`config.mk`:
```
export PLATFORM = sky130hd
export DESIGN_NAME = booths_divider
export DESIGN_NICKNAME = d
export VERILOG_FILES = /design/src/rtl/booths_divider.sv
export SDC_FILE = /design/constraint.sdc
export NUM_CORES = 1
export LEC_CHECK = 0
export ABC_CLOCK_PERIOD_IN_PS = 5700
export CORE_AREA = 2 2 165 167
export CTS_CLUSTER_SIZE = 14
export DETAILED_ROUTE_END_ITERATION = 8
export DIE_AREA = 0 0 167 169
export GPL_TIMING_DRIVEN = 0
export PLACE_DENSITY = 0.85
export SYNTH_ARGS = -nofsm -noshare
export SYNTH_HDL_FRONTEND = slang
export SYNTH_SLANG_ARGS = --single-unit
```
`constraint.sdc`:
```
create_clock -name clk -period 5.7 [get_ports clk]
set_input_delay 0.855 -clock clk [delete_from_list [all_inputs] [get_ports clk]]
set_output_delay 0.855 -clock clk [all_outputs]
set_load 0.05 [all_outputs]
```
`src/rtl/booths_divider.sv`:
```
`default_nettype none
// ============================================================================
// Module   : booths_divider
// Purpose  : Sequential signed restoring divider, one quotient bit per cycle,
//            truncating semantics, load/done handshake.
//            Build option DIV_ZERO_FAST_EN: divide-by-zero skips iteration.
// Revision : 1.0 - initial release
// ============================================================================
module booths_divider #(
    parameter int N = 32
) (
    input  logic         clk,
    input  logic         rst_n,
    input  logic         load,
    input  logic [N-1:0] A,
    input  logic [N-1:0] B,
    output logic         done,
    output logic [N-1:0] Q,
    output logic [N-1:0] R,
    output logic         div_by_zero
);

    localparam int                C_CW        = $clog2(N) + 1;
    localparam logic [C_CW-1:0]   c_cnt_init  = C_CW'(N);
    localparam logic [C_CW-1:0]   c_cnt_last  = C_CW'(1);

    localparam logic [2:0] c_st_idle     = 3'd0;
    localparam logic [2:0] c_st_init     = 3'd1;
    localparam logic [2:0] c_st_iter     = 3'd2;
    localparam logic [2:0] c_st_sign_fix = 3'd3;
    localparam logic [2:0] c_st_done     = 3'd4;

    logic [2:0]      r_state;
    logic [2:0]      w_next_state;

    logic [N-1:0]    r_a;
    logic [N-1:0]    r_b;
    logic [N-1:0]    r_dq;
    logic [N:0]      r_pr;
    logic [N-1:0]    r_dm;
    logic            r_qneg;
    logic            r_rneg;
    logic            r_zf;
    logic [C_CW-1:0] r_cnt;
    logic [N-1:0]    r_qf;
    logic [N-1:0]    r_rf;

    logic            r_done;
    logic [N-1:0]    r_q;
    logic [N-1:0]    r_r;
    logic            r_dbz;

    logic            w_capture;
    logic            w_init;
    logic            w_iter;
    logic            w_fix;
    logic            w_finish;

    logic [N-1:0]    w_a_mag;
    logic [N-1:0]    w_b_mag;
    logic [N+1:0]    w_trial;

    // |MIN| negates to itself, which is the correct unsigned magnitude.
    assign w_a_mag = r_a[N-1] ? (~r_a + 1'b1) : r_a;
    assign w_b_mag = r_b[N-1] ? (~r_b + 1'b1) : r_b;
    // PR stays below DM, so its top bit is always 0; the extra width keeps the borrow visible.
    assign w_trial = {r_pr, r_dq[N-1]} - {2'b00, r_dm};

    // ---------------- state register ----------------
    always_ff @(posedge clk) begin
        if (!rst_n) begin
            r_state <= c_st_idle;
        end else begin
            r_state <= w_next_state;
        end
    end

    // ---------------- next-state logic ----------------
    always_comb begin
        w_next_state = r_state;
        case (r_state)
            c_st_idle:     w_next_state = load ? c_st_init : c_st_idle;
`ifdef DIV_ZERO_FAST_EN
            c_st_init:     w_next_state = (r_b == '0) ? c_st_sign_fix : c_st_iter;
`else
            c_st_init:     w_next_state = c_st_iter;
`endif
            c_st_iter:     w_next_state = (r_cnt == c_cnt_last) ? c_st_sign_fix : c_st_iter;
            c_st_sign_fix: w_next_state = c_st_done;
            c_st_done:     w_next_state = c_st_idle;
            default:       w_next_state = c_st_idle;
        endcase
    end

    // ---------------- output / control decode ----------------
    always_comb begin
        w_capture = 1'b0;
        w_init    = 1'b0;
        w_iter    = 1'b0;
        w_fix     = 1'b0;
        w_finish  = 1'b0;
        case (r_state)
            c_st_idle:     w_capture = load;
            c_st_init:     w_init    = 1'b1;
            c_st_iter:     w_iter    = 1'b1;
            c_st_sign_fix: w_fix     = 1'b1;
            c_st_done:     w_finish  = 1'b1;
            default:       w_capture = 1'b0;
        endcase
    end

    // ---------------- datapath ----------------
    always_ff @(posedge clk) begin
        if (!rst_n) begin
            r_a    <= '0;
            r_b    <= '0;
            r_dq   <= '0;
            r_pr   <= '0;
            r_dm   <= '0;
            r_qneg <= 1'b0;
            r_rneg <= 1'b0;
            r_zf   <= 1'b0;
            r_cnt  <= '0;
            r_qf   <= '0;
            r_rf   <= '0;
            r_done <= 1'b0;
            r_q    <= '0;
            r_r    <= '0;
            r_dbz  <= 1'b0;
        end else begin
            r_done <= w_finish;
            if (w_capture) begin
                r_a <= A;
                r_b <= B;
            end
            if (w_init) begin
                r_dq   <= w_a_mag;
                r_dm   <= w_b_mag;
                r_pr   <= '0;
                r_cnt  <= c_cnt_init;
                r_qneg <= r_a[N-1] ^ r_b[N-1];
                r_rneg <= r_a[N-1];
                r_zf   <= (r_b == '0);
            end
            if (w_iter) begin
                if (!w_trial[N+1]) begin
                    r_pr <= w_trial[N:0];
                    r_dq <= {r_dq[N-2:0], 1'b1};
                end else begin
                    r_pr <= {r_pr[N-1:0], r_dq[N-1]};
                    r_dq <= {r_dq[N-2:0], 1'b0};
                end
                r_cnt <= r_cnt - 1'b1;
            end
            if (w_fix) begin
                if (r_zf) begin
                    r_qf <= '1;
                    r_rf <= r_a;
                end else begin
                    r_qf <= r_qneg ? (~r_dq + 1'b1) : r_dq;
                    r_rf <= r_rneg ? (~r_pr[N-1:0] + 1'b1) : r_pr[N-1:0];
                end
            end
            if (w_finish) begin
                r_q   <= r_qf;
                r_r   <= r_rf;
                r_dbz <= r_zf;
            end
        end
    end

    assign done        = r_done;
    assign Q           = r_q;
    assign R           = r_r;
    assign div_by_zero = r_dbz;

endmodule
`default_nettype wire
```
==> Yosys cells after proc, flatten, opt, wreduce, memory -nomap -nowiden <==
Index checks and enable logic that the tools add are counted.
{ "totals": {"word_cells": 57, "in_bits": 67, "output_inout_bits": 66, "regBits": 303} }
{ "classes": {"n_reduce_logical": 3, "n_eq_ne": 5, "n_bitwise": 5, "addsub": 6, "n_mux": 22} }
{ "op_table": {"columns": ["operator", "n"], "rows": [
  ["$mux W32", 8],
  ["$add A32 B1 Y32 const B", 4],
  ["$not A32 Y32", 4],
  ["$mux W33", 3],
  ["$sub A34 B32 Y34", 1],
  ["$logic_not A32 Y1", 1],
  ["$mux W6", 2],
  ["$pmux W3 S4", 1],
  ["$mux W1", 8],
  ["$eq A3 B2 Y1 const B", 2],
  ["$eq A6 B1 Y1 const B", 1],
  ["$sub A6 B1 Y6 const B", 1],
  ["$eq A3 B1 Y1 const B", 1],
  ["$eq A3 B3 Y1 const B", 1],
  ["$logic_not A3 Y1", 1],
  ["$reduce_bool A2 Y1", 1],
  ["$xor A1 B1 Y1", 1]
]} }

==> Longest topological paths before layout <==
{ "depth": {"word_depth": 5, "ltp_mapped": 13, "depth_no_buf": 13} }

==> Least setup slack after synthesis <==
No wires, ideal clock.
{ "synth_path": {"kind": "flip-flop to flip-flop", "from": "register r_pr[3]", "to": "register r_pr[0]", "required_time_ns": 5.583, "period_less_slack_ns": 2.757, "slack_ns": 2.943, "t_arrival_ns": 2.640, "path_buffers": 1, "setup_ns": 0.117, "stages_incl_launch_ff": 12, "cell_sequence": "dfxtp_1 ha_1 and3_1 a21boi_1 o21a_1 o21ai_1 a211oi_1 o211a_1 or3_1 clkbuf_1 nand3_1 a32o_1"} }
{ "synth_via": {"elab_chain_cells": 3} }
{ "synth_rtl": {"columns": ["item", "line_no", "rtl"], "rows": [
  ["start: declaration", "39", "logic [N:0] r_pr;"],
  ["start signal: assignment", "147", "r_pr <= w_trial[N:0];"],
  ["start signal: assignment", "150", "r_pr <= {r_pr[N-1:0], r_dq[N-1]};"],
  ["$sub A34 B32 Y34", "67", "assign w_trial = {r_pr, r_dq[N-1]} - {2'b00, r_dm};"],
  ["$mux W33", "146", "if (!w_trial[N+1]) begin"],
  ["$mux W33", "145", "if (w_iter) begin"]
]} }
No other way between the ends.
A chain may end at the register's enable or synchronous reset.

==> Final worst setup path <==
{ "layout_path": {"from": "register r_pr[3]", "to": "register r_pr[26]"} }
Same word-level chain as after synthesis.

==> results.toml <==
[outcome]
outcome = "finished clean"

[synthesis]
yosys-top-cells-area = "dfxtp_1, nand2_1, a21oi_1"
synth_edf_count = 0
ys_seq_elements = 303
netlist_instances = 2041
netlist.area_leader.share_pct = 38.82
yosysMostFrequentCell = "nand2_1"
syn_nets = 2147
ys_seq_area_share_pct = 38.82
synth_cell_type_count = 72
synth_area_per_cell_um2 = 7.657
yosys.area.top_type = "dfxtp_1"
ys.warnings.count = 0
netlist_area_um2 = 15630
synth_common_cells = "nand2_1, dfxtp_1, a21oi_1"
synth_flop_cell = "dfxtp_1"
async_flop_share_pct = 0

[run]
maxCapViolCount = 0

[detailed_routing]
vias_per_cell = 6.047
drt_iter0_drc = 1562
drc = 0
route.vias.total = 15564
wl_per_cell_um = 18.64
ant_nets = 0
firstDrtPassIters = 6
routed_wl_um = 47980

[cts]
cts_num_sinks = 303
post_cts_resized = 0
holdBufCountCts = 0
path_clk_slew_ns = 0.06
htreeDepth = 2
cts_tree = "done"
cts_max_path_buffers = 3
cts-root-buf = "clkbuf_16"
cts_buffers = 34
post_cts_buffers = 0
clk_latency_ns = 0.52

[placed_design]
dp_worst_setup_slack_ns = 2.151
placed_cell_area_um2 = 17370
place_hpwl_um = 35820
place.gp.congestion = 0.9932
port_buffers = 131

[floorplan]
die-area_um2 = 28220
initial_core_util_pct = 58.97
rows = 60
io_pins = 133
die_y_um = 169
die_w_um = 167
core-area_um2 = 26500

[timing]
max-slew-margin-rel_pct = 13.74
layout_setup_ws_ns = 1.948
fin_crit_ns = 3.752
setup_viol = 0
hold_ws_ns = 0.4461
tightest_slew_ns = 1.289
rsz0062_at_grt = "no"
post-route-period-util_pct = 65.83
tns_ns = 0
skew_ns = 0.02997
max_freq_mhz = 266.5
hold_violations = 0
slew_violations = 0

[global_route]
grt_pass1_vias = 14480
grt_first_pass_wirelength_um = 75120
grt_max_degree = 14
grt_use_total_pct = 32.97
grt_antenna_before_repair = 0
gr-total-overflow = 0

[pwr]
ir_drop_mv = 0.3206
power.total_uw = 7307
powerDensity_nw_per_um2 = 395.4
power_leakage_uw = 0.006609

[setup_path]
cp_slowest_cell = "a211oi_1"
required_ns = 6.12
cp-end-kind = "flop"
slowest_delay_ns = 0.53
crit_chain = "ha_1 -> and3_1 -> a21boi_1 -> o21a_1 -> o21ai_1 -> a211oi_1 -> o211a_1 -> or3_1 -> clkbuf_1 -> nand3_1 -> o211ai_1"
path_buf_inv = 1
worst-path-max-fanout = 10
arrival_ns = 4.17
critPathLaunchType = "flop"
critical_path_class = "reg -> reg"
crit_family = "compound AO/OA/AOI/OAI gates"

[cells_and_area]
area_growth_pct = 18.25
diodes = 0
fillers = 2220
seqCellArea_um2 = 6066
multiInputGateArea_um2 = 8821
drive_gt1_share_pct = 3.627
fin_area_um2 = 18480
nNetsFinal = 2314

[hold_path]
hp-class = "reg -> reg"
[power breakdown]
group / internal (µW) / switching, µW / total [µW]
Clock: 1260 / 895 / 2160
Combinational: 952 / 1760 / 2710
Sequential: 2240 / 200 / 2440
Total: 4460 / 2850 / 7310
[tightest hold or removal path, stage by stage, from the launching register on]
cell	delay [ns]
dfxtp_1	0.30
nand2_1	0.05
a21oi_1	0.05
[cells by family after synthesis]
kind of cell / share of synthesized area, %
fa+ha+maj: 3.171
buf+inv: 4.740
compound gates: 23.04
simple gates: 21.97
flops: 38.82
xor+xnor: 8.070
mux: 0.1922
[area by class of cell]
class	count	area share, %
inverters	57	1.158
plain buffers	140	2.850
flip-flops and latches	303	32.82
clock buffers	49	5.559
multi-input cells	1541	47.73
well taps	341	2.309
clock inverters	12	0.4739
repair buffers	131	7.095
[per-layer routing]
metal	share of wire, %	wire length [µm]	track usage (%)	vias up
li1	-	-	-	7438
met1	39	18920	41.07	7196
met2	46	22100	55.61	759
met3	9.2	4427	5.495	171
met4	5.3	2532	16.12	0
met5	0	0	0	-
[cells in the final DEF, fill, tap and decap left out, drive strengths merged, types with 30 or more instances in the layout]
cell / count
xor2: 86
o21ai: 120
o211ai: 41
a21oi: 235
xnor2: 58
nor2: 92
inv: 59
ha: 38
o31ai: 36
nor3: 32
clkbuf: 185
a211oi: 30
dfxtp: 303
nand2: 477
clkdlybuf4s50: 131
[registers in the layout (all words and copies together), names as in the netlist]
signal / cells
r_b: 32
r_pr: 33
r_qneg: 1
r_dm: 32
Q: 32
r_state: 3
R: 32
r_rf: 32
div_by_zero: 1
r_a: 32
r_dq: 32
r_cnt: 6
r_zf: 1
done: 1
r_rneg: 1
r_qf: 32
[metrics by stage]
stage	util, %	std cells
final	69.74	2574
after CTS	69.74	2574
after floorplan	-	2041
after global routing	69.74	2574
after global placement	65.53	2513
after detailed placement	65.53	2513
[worst paths after layout]
check | start | slack (ns) | end | depth (start not counted)
setup / recovery | r_pr[3] | 1.95 | r_pr[26] | 11
hold / removal | r_qf[26] | 0.45 | Q[26] | 2
setup reg to reg | r_pr[3] | 1.95 | r_pr[26] | 11
hold reg to reg | r_qf[26] | 0.45 | Q[26] | 2
No activity file was read; power rests on OpenSTA's default activity.
